`src/rtl/load_store_unit.sv`:
```
// Load/store unit between execute and write-back: one op per transaction over a
// handshaked word-addressed data bus, with lane steering, load extension and error/timeout reporting.
module load_store_unit #(
    parameter int unsigned TIMEOUT = 255
) (
    input  logic        clk,
    input  logic        rst,
    input  logic        req_valid,
    output logic        req_ready,
    input  logic        req_wen,
    input  logic [2:0]  req_func,
    input  logic [31:0] req_addr,
    input  logic [31:0] req_wdata,
    output logic        resp_valid,
    input  logic        resp_ready,
    output logic [31:0] resp_rdata,
    output logic        resp_err,
    output logic        mem_req_valid,
    input  logic        mem_req_ready,
    output logic        mem_req_wen,
    output logic [31:0] mem_req_addr,
    output logic [31:0] mem_req_wdata,
    output logic [3:0]  mem_req_wmask,
    input  logic        mem_resp_valid,
    input  logic [31:0] mem_resp_rdata,
    input  logic        mem_resp_err
);

    typedef enum logic [1:0] {S_IDLE, S_REQ, S_WAIT, S_RESP} state_t;

    state_t      state_q, state_d;
    logic        wen_q, wen_d;
    logic [2:0]  func_q, func_d;
    logic [1:0]  off_q, off_d;
    logic [15:0] cnt_q, cnt_d;
    logic        req_ready_q, req_ready_d;
    logic        resp_valid_q, resp_valid_d;
    logic [31:0] resp_rdata_q, resp_rdata_d;
    logic        resp_err_q, resp_err_d;
    logic        mem_req_valid_q, mem_req_valid_d;
    logic        mem_req_wen_q, mem_req_wen_d;
    logic [31:0] mem_req_addr_q, mem_req_addr_d;
    logic [31:0] mem_req_wdata_q, mem_req_wdata_d;
    logic [3:0]  mem_req_wmask_q, mem_req_wmask_d;

    logic        req_bad;
    logic [31:0] lane_wdata;
    logic [3:0]  lane_wmask;
    logic [31:0] shifted;
    logic [31:0] load_data;
    logic [15:0] cnt_inc;
    logic        timeout_hit;

    always_comb begin
        req_bad = 1'b0;
        case (req_func)
            3'b011, 3'b110, 3'b111: req_bad = 1'b1;
            3'b001, 3'b101:         req_bad = req_addr[0];
            3'b010:                 req_bad = (req_addr[1:0] != 2'b00);
            default:                req_bad = 1'b0;
        endcase
        if (req_wen && req_func[2]) req_bad = 1'b1;
    end

    always_comb begin
        lane_wdata = req_wdata;
        lane_wmask = 4'b1111;
        case (req_func[1:0])
            2'b00: begin
                lane_wdata = {4{req_wdata[7:0]}};
                lane_wmask = 4'b0001 << req_addr[1:0];
            end
            2'b01: begin
                lane_wdata = {2{req_wdata[15:0]}};
                lane_wmask = 4'b0011 << {req_addr[1], 1'b0};
            end
            default: begin
                lane_wdata = req_wdata;
                lane_wmask = 4'b1111;
            end
        endcase
    end

    always_comb begin
        shifted = mem_resp_rdata >> {off_q, 3'b000};
        case (func_q)
            3'b000:  load_data = {{24{shifted[7]}}, shifted[7:0]};
            3'b001:  load_data = {{16{shifted[15]}}, shifted[15:0]};
            3'b010:  load_data = shifted;
            3'b100:  load_data = {24'b0, shifted[7:0]};
            3'b101:  load_data = {16'b0, shifted[15:0]};
            default: load_data = 32'b0;
        endcase
    end

    assign cnt_inc     = cnt_q + 16'd1;
    assign timeout_hit = (TIMEOUT != 0) && (cnt_inc == 16'(TIMEOUT));

    always_comb begin
        state_d         = state_q;
        wen_d           = wen_q;
        func_d          = func_q;
        off_d           = off_q;
        cnt_d           = cnt_q;
        resp_valid_d    = resp_valid_q;
        resp_rdata_d    = resp_rdata_q;
        resp_err_d      = resp_err_q;
        mem_req_valid_d = mem_req_valid_q;
        mem_req_wen_d   = mem_req_wen_q;
        mem_req_addr_d  = mem_req_addr_q;
        mem_req_wdata_d = mem_req_wdata_q;
        mem_req_wmask_d = mem_req_wmask_q;
        case (state_q)
            S_IDLE: begin
                if (req_valid) begin
                    wen_d  = req_wen;
                    func_d = req_func;
                    off_d  = req_addr[1:0];
                    if (req_bad) begin
                        state_d      = S_RESP;
                        resp_valid_d = 1'b1;
                        resp_err_d   = 1'b1;
                        resp_rdata_d = 32'b0;
                    end else begin
                        state_d         = S_REQ;
                        cnt_d           = 16'd0;
                        mem_req_valid_d = 1'b1;
                        mem_req_wen_d   = req_wen;
                        mem_req_addr_d  = {req_addr[31:2], 2'b00};
                        mem_req_wdata_d = lane_wdata;
                        mem_req_wmask_d = req_wen ? lane_wmask : 4'b0000;
                    end
                end
            end
            S_REQ: begin
                cnt_d = cnt_inc;
                if (mem_req_ready) begin
                    state_d         = S_WAIT;
                    mem_req_valid_d = 1'b0;
                end
                // Timeout wins even over a same-cycle handshake; the late response is then ignored.
                if (timeout_hit) begin
                    state_d         = S_RESP;
                    mem_req_valid_d = 1'b0;
                    resp_valid_d    = 1'b1;
                    resp_err_d      = 1'b1;
                    resp_rdata_d    = 32'b0;
                end
            end
            S_WAIT: begin
                cnt_d = cnt_inc;
                if (mem_resp_valid) begin
                    state_d      = S_RESP;
                    resp_valid_d = 1'b1;
                    resp_err_d   = mem_resp_err;
                    resp_rdata_d = (wen_q || mem_resp_err) ? 32'b0 : load_data;
                end else if (timeout_hit) begin
                    state_d      = S_RESP;
                    resp_valid_d = 1'b1;
                    resp_err_d   = 1'b1;
                    resp_rdata_d = 32'b0;
                end
            end
            S_RESP: begin
                if (resp_ready) begin
                    state_d      = S_IDLE;
                    resp_valid_d = 1'b0;
                    resp_rdata_d = 32'b0;
                    resp_err_d   = 1'b0;
                end
            end
            default: state_d = S_IDLE;
        endcase
        req_ready_d = (state_d == S_IDLE);
    end

    always_ff @(posedge clk) begin
        if (rst) begin
            state_q         <= S_IDLE;
            wen_q           <= 1'b0;
            func_q          <= 3'b0;
            off_q           <= 2'b0;
            cnt_q           <= 16'd0;
            req_ready_q     <= 1'b1;
            resp_valid_q    <= 1'b0;
            resp_rdata_q    <= 32'b0;
            resp_err_q      <= 1'b0;
            mem_req_valid_q <= 1'b0;
            mem_req_wen_q   <= 1'b0;
            mem_req_addr_q  <= 32'b0;
            mem_req_wdata_q <= 32'b0;
            mem_req_wmask_q <= 4'b0;
        end else begin
            state_q         <= state_d;
            wen_q           <= wen_d;
            func_q          <= func_d;
            off_q           <= off_d;
            cnt_q           <= cnt_d;
            req_ready_q     <= req_ready_d;
            resp_valid_q    <= resp_valid_d;
            resp_rdata_q    <= resp_rdata_d;
            resp_err_q      <= resp_err_d;
            mem_req_valid_q <= mem_req_valid_d;
            mem_req_wen_q   <= mem_req_wen_d;
            mem_req_addr_q  <= mem_req_addr_d;
            mem_req_wdata_q <= mem_req_wdata_d;
            mem_req_wmask_q <= mem_req_wmask_d;
        end
    end

    assign req_ready     = req_ready_q;
    assign resp_valid    = resp_valid_q;
    assign resp_rdata    = resp_rdata_q;
    assign resp_err      = resp_err_q;
    assign mem_req_valid = mem_req_valid_q;
    assign mem_req_wen   = mem_req_wen_q;
    assign mem_req_addr  = mem_req_addr_q;
    assign mem_req_wdata = mem_req_wdata_q;
    assign mem_req_wmask = mem_req_wmask_q;

endmodule

```
`config.mk`:
```
export PLATFORM = sky130hd
export DESIGN_NAME = load_store_unit
export DESIGN_NICKNAME = d
export VERILOG_FILES = /design/src/rtl/load_store_unit.sv
export SDC_FILE = /design/constraint.sdc
export NUM_CORES = 1
export LEC_CHECK = 0
export CAP_MARGIN = 15
export CORE_ASPECT_RATIO = 1.1
export CORE_UTILIZATION = 49
export CTS_CLUSTER_DIAMETER = 200
export DETAILED_ROUTE_END_ITERATION = 10
export GPL_TIMING_DRIVEN = 0
export PLACE_DENSITY = 0.83
export SETUP_SLACK_MARGIN = 0.15
export SLEW_MARGIN = 0
export SYNTH_ARGS = -nofsm -noshare
export SYNTH_HDL_FRONTEND = slang
export SYNTH_SLANG_ARGS = --single-unit
export TNS_END_PERCENT = 1
```
`constraint.sdc`:
```
create_clock -name clk -period 4.1 [get_ports clk]
set_clock_uncertainty 0.2 [all_clocks]
set_input_delay 0.615 -clock clk [delete_from_list [all_inputs] [get_ports clk]]
set_output_delay 0.615 -clock clk [all_outputs]
set_load 0.02 [all_outputs]
```
# [Yosys cells after proc, flatten, opt, wreduce, memory -nomap -nowiden]
# Cells that the tools add are included.
[totals] out_inout_bits=105 wordCells=94 ff_bits=127 input_bits=107 latchBits=0 ram_bits=0 mem_bits_ro=0 mem_count=0
[op_classes] n_bitwise=1 mul=0 n_reduce_logical=17 magnitude_cmp=0 shifts=3 n_mux=38 n_div=0 add_sub_neg=1 n_eq_ne=20
[ops] operator="$mux 32" count=6
[ops] operator="$pmux 32 s5" count=1
[ops] operator="$pmux 32 s4" count=1
[ops] operator="$pmux 32 s2" count=1
[ops] operator="$mux 16" count=2
[ops] operator="$pmux 16 s2" count=1
[ops] operator="$shr 32x5->32" count=1
[ops] operator="$add 16x1->16 const B" count=1
[ops] operator="$eq 16x8->1 const B" count=1
[ops] operator="$eq 3x3->1 const B" count=5
[ops] operator="$mux 2" count=7
[ops] operator="$mux 1" count=12
[ops] operator="$eq 3x2->1 const B" count=3
[ops] operator="$reduce_and 3->1" count=3
[ops] operator="$ne 2x2->1 const B" count=4
[ops] operator="$pmux 1 s4" count=2
[ops] operator="$pmux 2 s4" count=1
[ops] operator="$pmux 4 s2" count=1
[ops] operator="$eq 3x1->1 const B" count=2
[ops] operator="$logic_not 2->1" count=3
[ops] operator="$reduce_bool 2->1" count=3
[ops] operator="$eq 2x1->1 const B" count=2
[ops] operator="$eq 2x2->1 const B" count=2
[ops] operator="$mux 4" count=1
[ops] operator="other kinds (13)" count=14

# [Longest topological paths before layout]
[depth] depth_word=8 mapped_depth=10 mapped_depth_nobuf=9

# [Worst setup path before layout]
# Ideal clock, no wire load.
[synth_timing] kind="register to register" startpoint="reg cnt_q[0]" endpoint="reg req_ready_q, in the netlist req_ready" arrival_time_ns=2.311 slack_ns=1.471 synth_period_minus_slack_ns=2.629 n_path_buf=1 required_time_ns=3.782 path_stages_with_launch=10 setup_ns=0.118 cell_sequence="dfxtp_1 > ha_1 > and3_1 > a211o_1 > a2111oi_2 > o2111ai_1 > or3_1 > buf_6 > a211oi_2 > nor2_1"
[synth_via] elab_chain_cells=6 word_cells_on_any_way=7 classes_between="add/sub (1); eq/ne (1); mux (4); reduce/logical (1)"
[synth_rtl] item="from (decl)" line="35" source="logic [15:0] cnt_q, cnt_d;"
[synth_rtl] item="from (signal assigned)" line="198" source="cnt_q <= cnt_d;"
[synth_rtl] item="$add 16x1->16 *" line="96" source="assign cnt_inc = cnt_q + 16'd1;"
[synth_rtl] item="$eq 16x8->1 *" line="97" source="assign timeout_hit = (TIMEOUT != 0) && (cnt_inc == 16'(TIMEOUT));"
[synth_rtl] item="$mux 2" line="157" source="end else if (timeout_hit) begin"
[synth_rtl] item="$mux 2" line="152" source="if (mem_resp_valid) begin"
[synth_rtl] item="$pmux 2 s4 *" line="113" source="case (state_q)"
[synth_rtl] item="$logic_not 2->1 *" line="174" source="req_ready_d = (state_d == S_IDLE);"
[synth_rtl] item="to (signal assigned)" line="199" source="req_ready_q <= req_ready_d;"
[synth_rtl] item="to (decl)" line="36" source="logic req_ready_q, req_ready_d;"
# Mark *: on every way between the ends. The rest lies on a longest branch, timed or not.
# A chain may end at the register's enable or synchronous reset.

# [Worst setup path after layout]
[layout_timing] startpoint="in req_addr[1]" endpoint="reg resp_rdata_q[25], in the netlist resp_rdata[25]"
[layout_via] elab_chain_cells=5
[layout_rtl] item="from (decl)" line="12" source="input logic [31:0] req_addr,"
[layout_rtl] item="$reduce_bool 2->1" line="59" source="3'b010: req_bad = (req_addr[1:0] != 2'b00);"
[layout_rtl] item="$pmux 1 s3" line="56" source="case (req_func)"
[layout_rtl] item="$mux 1" line="62" source="if (req_wen && req_func[2]) req_bad = 1'b1;"
[layout_rtl] item="$ne 2x2->1 (no source line)"
[layout_rtl] item="$reduce_and 3->1 (no source line)"
[layout_rtl] item="to (signal assigned)" line="201" source="resp_rdata_q <= resp_rdata_d;"
[layout_rtl] item="to (decl)" line="38" source="logic [31:0] resp_rdata_q, resp_rdata_d;"
# Every way passes these cells.

==> impl_summary.txt <==
----------------------------------------------------
[Place]
  Post-placement setup slack ... 0.448 ns
  Placed wire-length estimate after detailed placement ... about 14000 microns
  Routability Congestion ... around 0.94
  Total cell area at the placement stage ... 8340 sq um
  Port Buffers ... 207

[Global route]
  Maximum number of pins on one net before global-route repair ... 17
  Global-route usage over all layers ... 30.7%
  Met2 track demand over resource in global routing ... 49.7%
  Global-route wire length before repair ... 30300 microns
  Total overflow reported by the global router ... 0
  Most crowded layer after global routing ... met2
  Global-route track usage on met1 ... 36.8%
  Vias in the first global route ... slightly above 6000
  Global routing met3 resource utilization ... 8.94%
  Antenna violations before repair ... 0

[Cells and area]
  Commonest non-fill, non-tap cell in the layout ... sky130_fd_sc_hd__clkdlybuf4s50_1
  Total area of multi-input combinational cells ... 3210 sq um
  Top library cells by usage in the layout, fill and taps aside ... sky130_fd_sc_hd__clkdlybuf4s50_1 (207), sky130_fd_sc_hd__nand2_1 (200), sky130_fd_sc_hd__dfxtp_1 (127), sky130_fd_sc_hd__a21oi_1 (116), sky130_fd_sc_hd__o21ai_0 (64)
  Flip-flop and latch area ... 2540 sq um
  Final #Nets ... 1151
  N_diodes ... 0
  Share of post-route cells with drive strength above 1 ... 5.62%
  Layout Cell Area excl Fill ... 8910 sq um
  Count of fill cells added during filler insertion ... 944
  Area added between synthesis and finish ... 46.7%

[Timing]
  RSZ-0062 raised after global routing ... no
  Finish-stage setup viols ... 0
  Final Hold Violating Endpoints ... 0
  Worst rel slew slack ... 40.7%
  Period utilization ... 80.1%
  Hold slack final ... ~0.25 ns
  Shortest clock period the worst path allows after layout ... 3.28 ns
  Final setup margin ... 0.816 ns
  Max Fclk ... roughly 300 MHz
  Slew at the pin closest to its max-slew limit ... 0.883 ns
  TNS Setup ... 0 ns
  Final Slew Violations ... 0

[Floorplanning]
  Placement row count ... 42
  Starting density of the core ... 50.5%
  Core area ... ~12000 sq um
  Die boundary width ... 108 microns
  Die Area ... 12800 sq um
  Num ports ... roughly 210
  Die H ... 119 microns

[Synthesis]
  Mapped Area ... 6070 sq um
  Cell variety after synth ... 49
  Yosys reg bits ... around 130
  Synthesis Warnings ... 0
  Top_reg_cell synth ... sky130_fd_sc_hd__dfxtp_1
  Share of synthesized flip-flops with an asynchronous set or reset ... 0%
  Fraction of the yosys area taken by sequential cells ... 41.9%
  Cell count after synthesis ... 810
  Average cell area after synthesis ... 7.50 sq um
  Number of synthesized flops with an enable pin ... 0

[Worst hold path]
  Type of the most critical hold path ... reg -> reg

[Worst setup path]
  Element type at the critical path start ... input port
  Data required time at the worst endpoint ... 4.19 ns
  Worst setup path category ... in -> reg
  Critical Path Sink Type ... flop
  Arrival time of the worst setup path ... 3.38 ns
  Critical path peak fanout ... 10

[Status]
  Result of the run ... finished, final reports clean

[Detailed routing]
  Routed via count ... about 6500
  Via density per instance ... 5.43
  Iteration-0 DRC Markers ... 351
  Drc violations ... 0
  Antenna violation net count after detailed routing ... 0
  Routed Wire Length ... approximately 19000 microns
  First-pass iteration count of the detailed router ... 5
  Avg WL per Cell ... 16.1 microns

[Job]
  Maxcap violations ... 0

[CTS]
  CTS sink cnt ... 127
  Num CTS Buffers ... 17
  Clock latency reported for the late side of the worst-skew pair ... 0.43 ns
  Clk slew on worst S/H paths ... 0.05 ns
  Hold_buf cts ... 0
  Number of setup buffers added after CTS ... 0
  H-tree level count ... 4
  Post-cts resize count ... 0
  TritonCTS clock tree ... yes
  Cell at the root of the clock tree ... sky130_fd_sc_hd__clkbuf_16
  Maximum root-to-sink buffer count ... 2

[Pwr]
  Maximum VDD drop ... 0.403 mV
  Cell leakage power ... 3.20 nW
  PwrDens ... 455 nW/um^2
  Power, Total ... between 4 and 5 mW

----------------------------------------------------
-- worst paths after layout --
| kind | from | endpoint | slack (ns) | depth (start not counted) |
|---|---|---|---|---|
| setup / recovery | req_addr[1] | resp_rdata[25] | 0.82 | 10 |
| hold / removal | resp_rdata[28] | resp_rdata[28] | 0.25 | 2 |
| setup reg to reg | cnt_q[0] | resp_rdata[2] | 1.11 | 9 |
| hold reg to reg | resp_rdata[28] | resp_rdata[28] | 0.25 | 2 |
-- layout make-up --
type	instances	area share, %
sequential	127	28.5
clock buffer	21	5.05
clock inverter	10	1.28
inverter	12	0.505
buffer	63	3.19
tap	154	2.16
multi-input combinational	609	36.0
timing repair buffer	208	23.3
-- critical path, cell delays in order --
cell	delay, ns
sky130_fd_sc_hd__clkdlybuf4s50_1	0.52
sky130_fd_sc_hd__or4_1	0.57
sky130_fd_sc_hd__nand3_1	0.14
sky130_fd_sc_hd__a21oi_1	0.21
sky130_fd_sc_hd__nand2_1	0.20
sky130_fd_sc_hd__nor2_1	0.08
sky130_fd_sc_hd__nand4_1	0.19
sky130_fd_sc_hd__clkbuf_1	0.35
sky130_fd_sc_hd__clkbuf_1	0.34
sky130_fd_sc_hd__o21ai_0	0.16
-- through the flow --
| step | utilization [%] | cells |
|---|---|---|
| after global routing | 74.1 | 1204 |
| after floorplan | - | 811 |
| after detailed placement | 69.3 | 1172 |
| after global placement | 69.3 | 1172 |
| final | 74.1 | 1204 |
| after CTS | 74.0 | 1203 |
-- cells by family (layout without fill, tap and decap cells) --
logic type               Yosys count  after routing  share of synthesized area (%)
XOR/XNOR                           6              6                          0.865
buffers and inverters             75            314                           5.42
multiplexers                      41             41                           6.90
flip-flops                       127            127                           41.9
AND/OR/NAND/NOR                  334            334                           23.3
AO/OA/AOI/OAI                    220            220                           20.4
other                              1              2                         0.0617
adder cells (fa/ha/maj)            6              6                           1.24
-- power breakdown --
group / leakage [nW] / internal [mW] / total, mW / switching (mW)
combinational: 1.91 / 0.477 / 1.21 / 0.735
clock: 0.265 / 0.903 / 1.46 / 0.552
sequential: 1.03 / 1.33 / 1.39 / 0.0623
total: 3.20 / 2.71 / 4.06 / 1.35
-- metal layers --
metal | wire (microns) | share of wire [%]
met3 | 1460 | 7.6
met4 | 643 | 3.3
met5 | 0 | 0
met2 | 9260 | 48
met1 | 7970 | 41
-- synth_stat cells, types with 4 or more instances --
library cell	instances	area, sq um
sky130_fd_sc_hd__o21ai_0	64	320
sky130_fd_sc_hd__buf_2	10	50.1
sky130_fd_sc_hd__a211oi_1	11	82.6
sky130_fd_sc_hd__dfxtp_1	127	2540
sky130_fd_sc_hd__or3_1	5	31.3
sky130_fd_sc_hd__a311oi_1	10	87.6
sky130_fd_sc_hd__inv_1	12	45.0
sky130_fd_sc_hd__nand2b_1	5	31.3
sky130_fd_sc_hd__nor2_1	59	221
sky130_fd_sc_hd__a21oi_1	116	581
sky130_fd_sc_hd__xnor2_1	4	35.0
sky130_fd_sc_hd__nor3_1	13	65.1
sky130_fd_sc_hd__nand2_1	200	751
sky130_fd_sc_hd__clkbuf_1	40	150
sky130_fd_sc_hd__nand4_1	7	43.8
sky130_fd_sc_hd__mux2i_1	34	340
sky130_fd_sc_hd__nor2b_1	7	43.8
sky130_fd_sc_hd__buf_1	6	22.5
sky130_fd_sc_hd__nor4_1	5	31.3
sky130_fd_sc_hd__mux2_2	7	78.8
sky130_fd_sc_hd__and2_1	5	31.3
sky130_fd_sc_hd__ha_1	6	75.1
sky130_fd_sc_hd__nand3_1	18	90.1
-- sequential cells by signal, summed over array words and instances, names as in the netlist, 2 cells and up --
name / cells
func_q: 3
mem_req_wmask: 4
cnt_q: 16
mem_req_addr: 30
mem_req_wdata: 32
state_q: 2
resp_rdata: 32
off_q: 2
(Power assumes the default switching activity.)
